===== src/rtl/uart_frame_parser_if.sv =====
// uart_frame_parser_if: byte stream in, parsed channel report and status out
interface uart_frame_parser_if;
    logic [7:0]  rx_data;
    logic        rx_valid;
    logic [3:0]  ch_idx;
    logic [15:0] ch_value;
    logic        frame_valid;
    logic        frame_err;
    logic [7:0]  err_cnt;
    logic        busy;
    modport master (output rx_data, rx_valid, input ch_idx, ch_value, frame_valid, frame_err, err_cnt, busy);
    modport slave  (input rx_data, rx_valid, output ch_idx, ch_value, frame_valid, frame_err, err_cnt, busy);
endinterface


===== src/rtl/uart_frame_parser.sv =====
// uart_frame_parser: parses "Vtu - dddd V<LF><CR>" frames into channel index/BCD value pulses
module uart_frame_parser #(
    parameter int NUM_CH         = 13,
    parameter int TIMEOUT_CYCLES = 1_000_000
) (
    input logic clk,
    input logic rst,
    uart_frame_parser_if.slave bus
);
    localparam int TW = $clog2(TIMEOUT_CYCLES + 1);
    typedef enum logic {HUNT, FIELD} state_t;
    state_t        r_state, w_state_n;
    logic [3:0]    r_pos, w_pos_n;
    logic [TW-1:0] r_timer;
    logic [3:0]    r_tens;
    logic [4:0]    r_chan;
    logic [15:0]   r_val;
    logic [3:0]    r_ch_idx;
    logic [15:0]   r_ch_value;
    logic          r_frame_valid, r_frame_err, r_busy;
    logic [7:0]    r_err_cnt;
    logic [7:0]    w_exp;
    logic [3:0]    w_dig;
    logic [4:0]    w_chan;
    logic          w_digit_pos, w_is_digit, w_is_v, w_match, w_commit, w_err, w_timeout;
    assign w_dig       = bus.rx_data[3:0];
    assign w_is_digit  = bus.rx_data >= 8'h30 && bus.rx_data <= 8'h39;
    assign w_is_v      = bus.rx_data == 8'h56;
    // channel number deliberately wraps in 5 bits
    assign w_chan      = {1'b0, r_tens} * 5'd10 + {1'b0, w_dig};
    assign w_digit_pos = r_pos inside {4'd1, 4'd2, 4'd6, 4'd7, 4'd8, 4'd9};
    assign w_exp       = (r_pos == 4'd3 || r_pos == 4'd5 || r_pos == 4'd10) ? 8'h20 :
                         r_pos == 4'd4  ? 8'h2D :
                         r_pos == 4'd11 ? 8'h56 :
                         r_pos == 4'd12 ? 8'h0A : 8'h0D;
    assign w_match     = (w_digit_pos ? w_is_digit : bus.rx_data == w_exp) &&
                         (r_pos != 4'd2 || (w_chan != 5'd0 && w_chan <= 5'(NUM_CH)));
    assign w_timeout   = r_state == FIELD && !bus.rx_valid && r_timer == TW'(TIMEOUT_CYCLES - 1);
    always_ff @(posedge clk or posedge rst) begin
        if (rst) begin
            r_state <= HUNT;
            r_pos   <= 4'd0;
        end else begin
            r_state <= w_state_n;
            r_pos   <= w_pos_n;
        end
    end
    always_comb begin
        w_state_n = r_state;
        w_pos_n   = r_pos;
        w_commit  = 1'b0;
        w_err     = w_timeout;
        if (w_timeout) begin
            w_state_n = HUNT;
            w_pos_n   = 4'd0;
        end else if (bus.rx_valid) begin
            if (r_state == HUNT) begin
                w_state_n = w_is_v ? FIELD : HUNT;
                w_pos_n   = w_is_v ? 4'd1 : 4'd0;
            end else if (w_match) begin
                w_commit  = r_pos == 4'd13;
                w_state_n = w_commit ? HUNT : FIELD;
                w_pos_n   = w_commit ? 4'd0 : r_pos + 4'd1;
            end else begin
                w_err     = 1'b1;
                w_state_n = w_is_v ? FIELD : HUNT;
                w_pos_n   = w_is_v ? 4'd1 : 4'd0;
            end
        end
    end
    always_ff @(posedge clk or posedge rst) begin
        if (rst) begin
            r_timer       <= '0;
            r_tens        <= 4'd0;
            r_chan        <= 5'd0;
            r_val         <= 16'd0;
            r_ch_idx      <= 4'd0;
            r_ch_value    <= 16'd0;
            r_frame_valid <= 1'b0;
            r_frame_err   <= 1'b0;
            r_err_cnt     <= 8'd0;
            r_busy        <= 1'b0;
        end else begin
            r_timer <= (bus.rx_valid || w_state_n == HUNT) ? '0 : r_timer + 1'b1;
            if (bus.rx_valid && r_state == FIELD) begin
                if (r_pos == 4'd1) r_tens <= w_dig;
                if (r_pos == 4'd2) r_chan <= w_chan;
                if (r_pos >= 4'd6 && r_pos <= 4'd9) r_val <= {r_val[11:0], w_dig};
            end
            if (w_commit) begin
                r_ch_idx   <= 4'(r_chan - 5'd1);
                r_ch_value <= r_val;
            end
            if (w_err && r_err_cnt != 8'hFF) r_err_cnt <= r_err_cnt + 8'd1;
            r_frame_valid <= w_commit;
            r_frame_err   <= w_err;
            r_busy        <= w_state_n != HUNT;
        end
    end
    assign bus.ch_idx      = r_ch_idx;
    assign bus.ch_value    = r_ch_value;
    assign bus.frame_valid = r_frame_valid;
    assign bus.frame_err   = r_frame_err;
    assign bus.err_cnt     = r_err_cnt;
    assign bus.busy        = r_busy;
endmodule


===== src/flat_wrapper.sv =====
// flat-port wrapper written by rule: the top's interface ports become plain ports
module uart_frame_parser_flat 
#(
    parameter int NUM_CH         = 13,
    parameter int TIMEOUT_CYCLES = 1_000_000
)
  (clk, rst, bus_rx_data, bus_rx_valid, bus_ch_idx, bus_ch_value, bus_frame_valid, bus_frame_err, bus_err_cnt, bus_busy);
  uart_frame_parser_if bus_i ();
  input logic clk;
  input logic rst;
  input wire logic [$bits(bus_i.rx_data)-1:0] bus_rx_data;
  input wire logic [$bits(bus_i.rx_valid)-1:0] bus_rx_valid;
  output wire logic [$bits(bus_i.ch_idx)-1:0] bus_ch_idx;
  output wire logic [$bits(bus_i.ch_value)-1:0] bus_ch_value;
  output wire logic [$bits(bus_i.frame_valid)-1:0] bus_frame_valid;
  output wire logic [$bits(bus_i.frame_err)-1:0] bus_frame_err;
  output wire logic [$bits(bus_i.err_cnt)-1:0] bus_err_cnt;
  output wire logic [$bits(bus_i.busy)-1:0] bus_busy;
  assign bus_i.rx_data = bus_rx_data;
  assign bus_i.rx_valid = bus_rx_valid;
  assign bus_ch_idx = bus_i.ch_idx;
  assign bus_ch_value = bus_i.ch_value;
  assign bus_frame_valid = bus_i.frame_valid;
  assign bus_frame_err = bus_i.frame_err;
  assign bus_err_cnt = bus_i.err_cnt;
  assign bus_busy = bus_i.busy;
  uart_frame_parser #(.NUM_CH(NUM_CH), .TIMEOUT_CYCLES(TIMEOUT_CYCLES)) u_core (.clk(clk), .rst(rst), .bus(bus_i));
endmodule

===== config.mk =====
export PLATFORM = sky130hd
export DESIGN_NAME = uart_frame_parser_flat
export DESIGN_NICKNAME = d
export VERILOG_FILES = /design/src/rtl/uart_frame_parser_if.sv /design/src/rtl/uart_frame_parser.sv /design/src/flat_wrapper.sv
export SDC_FILE = /design/constraint.sdc
export NUM_CORES = 1
export LEC_CHECK = 0
export CAP_MARGIN = 20
export CORE_AREA = 2 2 101 103
export CTS_CLUSTER_DIAMETER = 200
export CTS_CLUSTER_SIZE = 20
export DETAILED_ROUTE_END_ITERATION = 7
export DIE_AREA = 0 0 103 105
export HOLD_SLACK_MARGIN = 0.05
export PLACE_DENSITY = 0.68
export SYNTH_ARGS = -nofsm -noshare
export SYNTH_HDL_FRONTEND = slang
export SYNTH_SLANG_ARGS = --single-unit

===== constraint.sdc =====
create_clock -name clk -period 6.6 [get_ports clk]
set_input_delay 1.65 -clock clk [delete_from_list [all_inputs] [get_ports clk]]
set_output_delay 1.65 -clock clk [all_outputs]
set_load 0.03 [all_outputs]

==> metrics.cfg <==
[synthesis]
syn_inst = 349
seq_area_frac_synth_pct = 50.0
yosysUniqueCellTypes = 51
synth_nets = 368
synth_most_common_cell = dfrtp_1
synth_top_area_share_pct = 50.0
synth_ff_type = dfrtp_1
synth_area_um2 = 3960
synth_edf_count = 0
synth_common_cells = 79 x dfrtp_1, 34 x nor2_1, 24 x mux2_2
synth_area_leader_cell = dfrtp_1
async_flop_share_pct = 100
yosys-top-cells-area = dfrtp_1 50%, mux2_4 6.8%, mux2_2 6.8%
synth_area_per_cell_um2 = 11.3
synth_seq_cells = 79
synth_warnings = 0

[cts]
cts_sinks = 79
clk_pin_slew_worst_paths_ns = 0.09
hold_buffers = 0
clockBufferDepth = 2
clock_latency_ns = 0.34
cts_inserted_buffers = 9
cts-resized-gates = 0
cts_root_buf = clkbuf_8
cts_tree = done
cts_setup_buffers = 0
ctsHtreeMaxLevel = 3

[die]
ios = 42
dieArea_um2 = 10800
die_h_um = 105
rows = 36
start_util_pct = 41.0
fp.dieW_um = 103
core_area_um2 = 9640

[power]
sequentialPowerShare_pct = 54.8
ir_drop_mv = 0.131
switching_share_pct = 23.4
p_leak_nw = 2.15
intPower_uw = 678
net-switching-power_uw = 208
p_clk_share_pct = 41.5
p_per_area_nw_per_um2 = 189
comb_power_share_pct = 3.6

[route]
routed_wl_um = 7020
via_per_inst = 5.09
drc_errors = 0
wire_per_inst_um = 13.3
ant_nets = 0
vias = 2683
dr.pass1.iters = 4
drtIter0Drc = 173

[grt]
grt_max_degree = 80
grt_pass1_vias = 2626
antenna_found_initial = 0
grt_pass1_wl_um = 12100
grt_overflow = 0
grt_use_total_pct = 13.9

[setup_path]
critPathRequiredTime_ns = 6.82
worstSetupPathType = in2reg
worstPathArrival_ns = 4.78
cp-start-kind = input pin
reg2reg_depth = 9
r2r-end = u_core.bus.ch_value[1]
crit_path_end_kind = register
critPathMaxFanout = 21
rrSetupSlack_ns = 3.54
rr_startpoint = u_core.r_tens[0]

[cells_and_area]
layout-drive-gt1-share_pct = 16.2
synthToLayoutAreaGrowth_pct = 18.3
diodes = 0
final_util_pct = 48.5
fin_nets = 408

[timing]
layout_min_cycle_time_ns = 4.56
skew_ns = 0.0136
rsz0062_at_grt = no
max_freq_ghz = 0.219
final.setup.tns_ns = 0
drv_slew = 0
hold_viol = 0
maxSlewHeadroom_pct = 36.4
fin_crit_sh_pct = 69.1
tightest_slew_ns = 0.954
finalSetupViolCount = 0

[worst_hold_path]
hp-start = u_core.r_timer[0]
min_to = u_core.r_timer[0]
hp-class = reg2reg
whs_path_depth = 1

[placement]
routabilityCongestion = 0.837
port_buffers = 41
dp_hpwl_um = 4990

[job]
max_cap_violations = 0

[run_status]
status = finished clean

power by group through the flow:
stage | sequential, mW | combinational [mW] | clock [mW]
floorplan | 0.497 | 0.0154 | 0
global placement | 0.495 | 0.0326 | 0
detailed placement | 0.496 | 0.0331 | 0
CTS | 0.486 | 0.0333 | 0.383
global route | 0.486 | 0.0363 | 0.408
finish | 0.486 | 0.0323 | 0.368
flip-flops by register name (all words and copies together) (netlist names), 4 cells and up:
name	cells
u_core.r_timer	20
u_core.bus.ch_value	16
u_core.r_val	16
u_core.bus.err_cnt	8
u_core.bus.ch_idx	4
u_core.r_chan	4
u_core.r_pos	4
u_core.r_tens	4
cells by family (layout without fill, tap and decap cells):
group	Yosys count	count (layout)	share of synthesized area (%)
simple gates	122	122	16.2
flops	79	79	50.0
mux	43	43	13.9
compound gates	42	42	7.21
xor+xnor	30	30	6.99
buf+inv	25	70	3.01
fa+ha+maj	8	8	2.72
worst max-delay path by stage:
stage                         from                       to  slack [ns]  cells after the start
floorplan           bus_rx_data[1]  u_core.bus.ch_value[10]        2.58                     10
global placement    bus_rx_data[1]     u_core.bus.ch_idx[3]        1.80                     10
detailed placement  bus_rx_data[1]   u_core.bus.ch_value[1]        1.77                     10
CTS                 bus_rx_data[1]   u_core.bus.ch_value[1]        2.09                     10
global route        bus_rx_data[1]    u_core.bus.err_cnt[7]        1.91                      9
finish              bus_rx_data[1]   u_core.bus.ch_value[1]        2.04                     10
worst max-delay path, cell delays in order:
cell and delay, ns:
clkdlybuf4s50_1 0.56, ha_1 0.32, fa_1 0.38, xor2_1 0.17
and3_1 0.19, a211oi_1 0.20, o22ai_1 0.17, a211o_1 0.37
or2_4 0.42, mux2_4 0.34
cell type report:
type / count / area (um^2)
clock buffers: 9 / 124
repair buffers: 43 / 425
fillers: 899 / 4960
inverters: 11 / 41.3
clock inverters: 7 / 83.8
multi-input cells: 245 / 1860
flip-flops and latches: 79 / 1980
well taps: 133 / 166
layout by cell type (no fill, tap or decap), drive strengths merged, types with 2 or more instances in the layout:
cell type,Yosys,routed
dfrtp,79,79
mux2,42,42
clkdlybuf4s50,0,41
nor2,34,34
nand2,19,19
xor2,18,18
nand3,18,18
inv,11,15
xnor2,11,11
nand4,10,10
clkbuf,9,9
a21oi,8,8
o21ai,7,7
ha,7,7
and3,6,6
a211oi,6,6
nor2b,5,5
nand2b,5,5
o22ai,3,3
a21o,3,3
nor4,3,3
nor3,3,3
a32oi,2,2
and2,2,2
a211o,2,2
nor4bb,2,2
nor3b,2,2
a31oi,2,2
nor4b,2,2
o22a,2,2
a2111oi,2,2
nand3b,2,2
buf,5,2
or2,2,2
per-stage QoR:
| step | setup WS, ns | hold WS, ns | area (um^2) | power (mW) | cells |
|---|---|---|---|---|---|
| 5_1_grt | 1.91 | 0.516 | 4680 | 0.930 | 527 |
| 3_3_place_gp | 1.80 | 0.466 | 4470 | 0.528 | 511 |
| 6_report | 2.04 | 0.492 | 4680 | 0.886 | 527 |
| 3_5_place_dp | 1.77 | 0.481 | 4470 | 0.529 | 511 |
| 4_1_cts | 2.09 | 0.498 | 4680 | 0.902 | 527 |
| 2_1_floorplan | 2.58 | 0.447 | 3960 | 0.512 | 349 |
routing by layer:
layer	wire (um)	GRT usage, %
met5	0	0
met4	123	5.08
met3	272	3.08
met2	3380	22.2
met1	3250	18.3
Note: power is estimated with default switching activity, not from simulation.
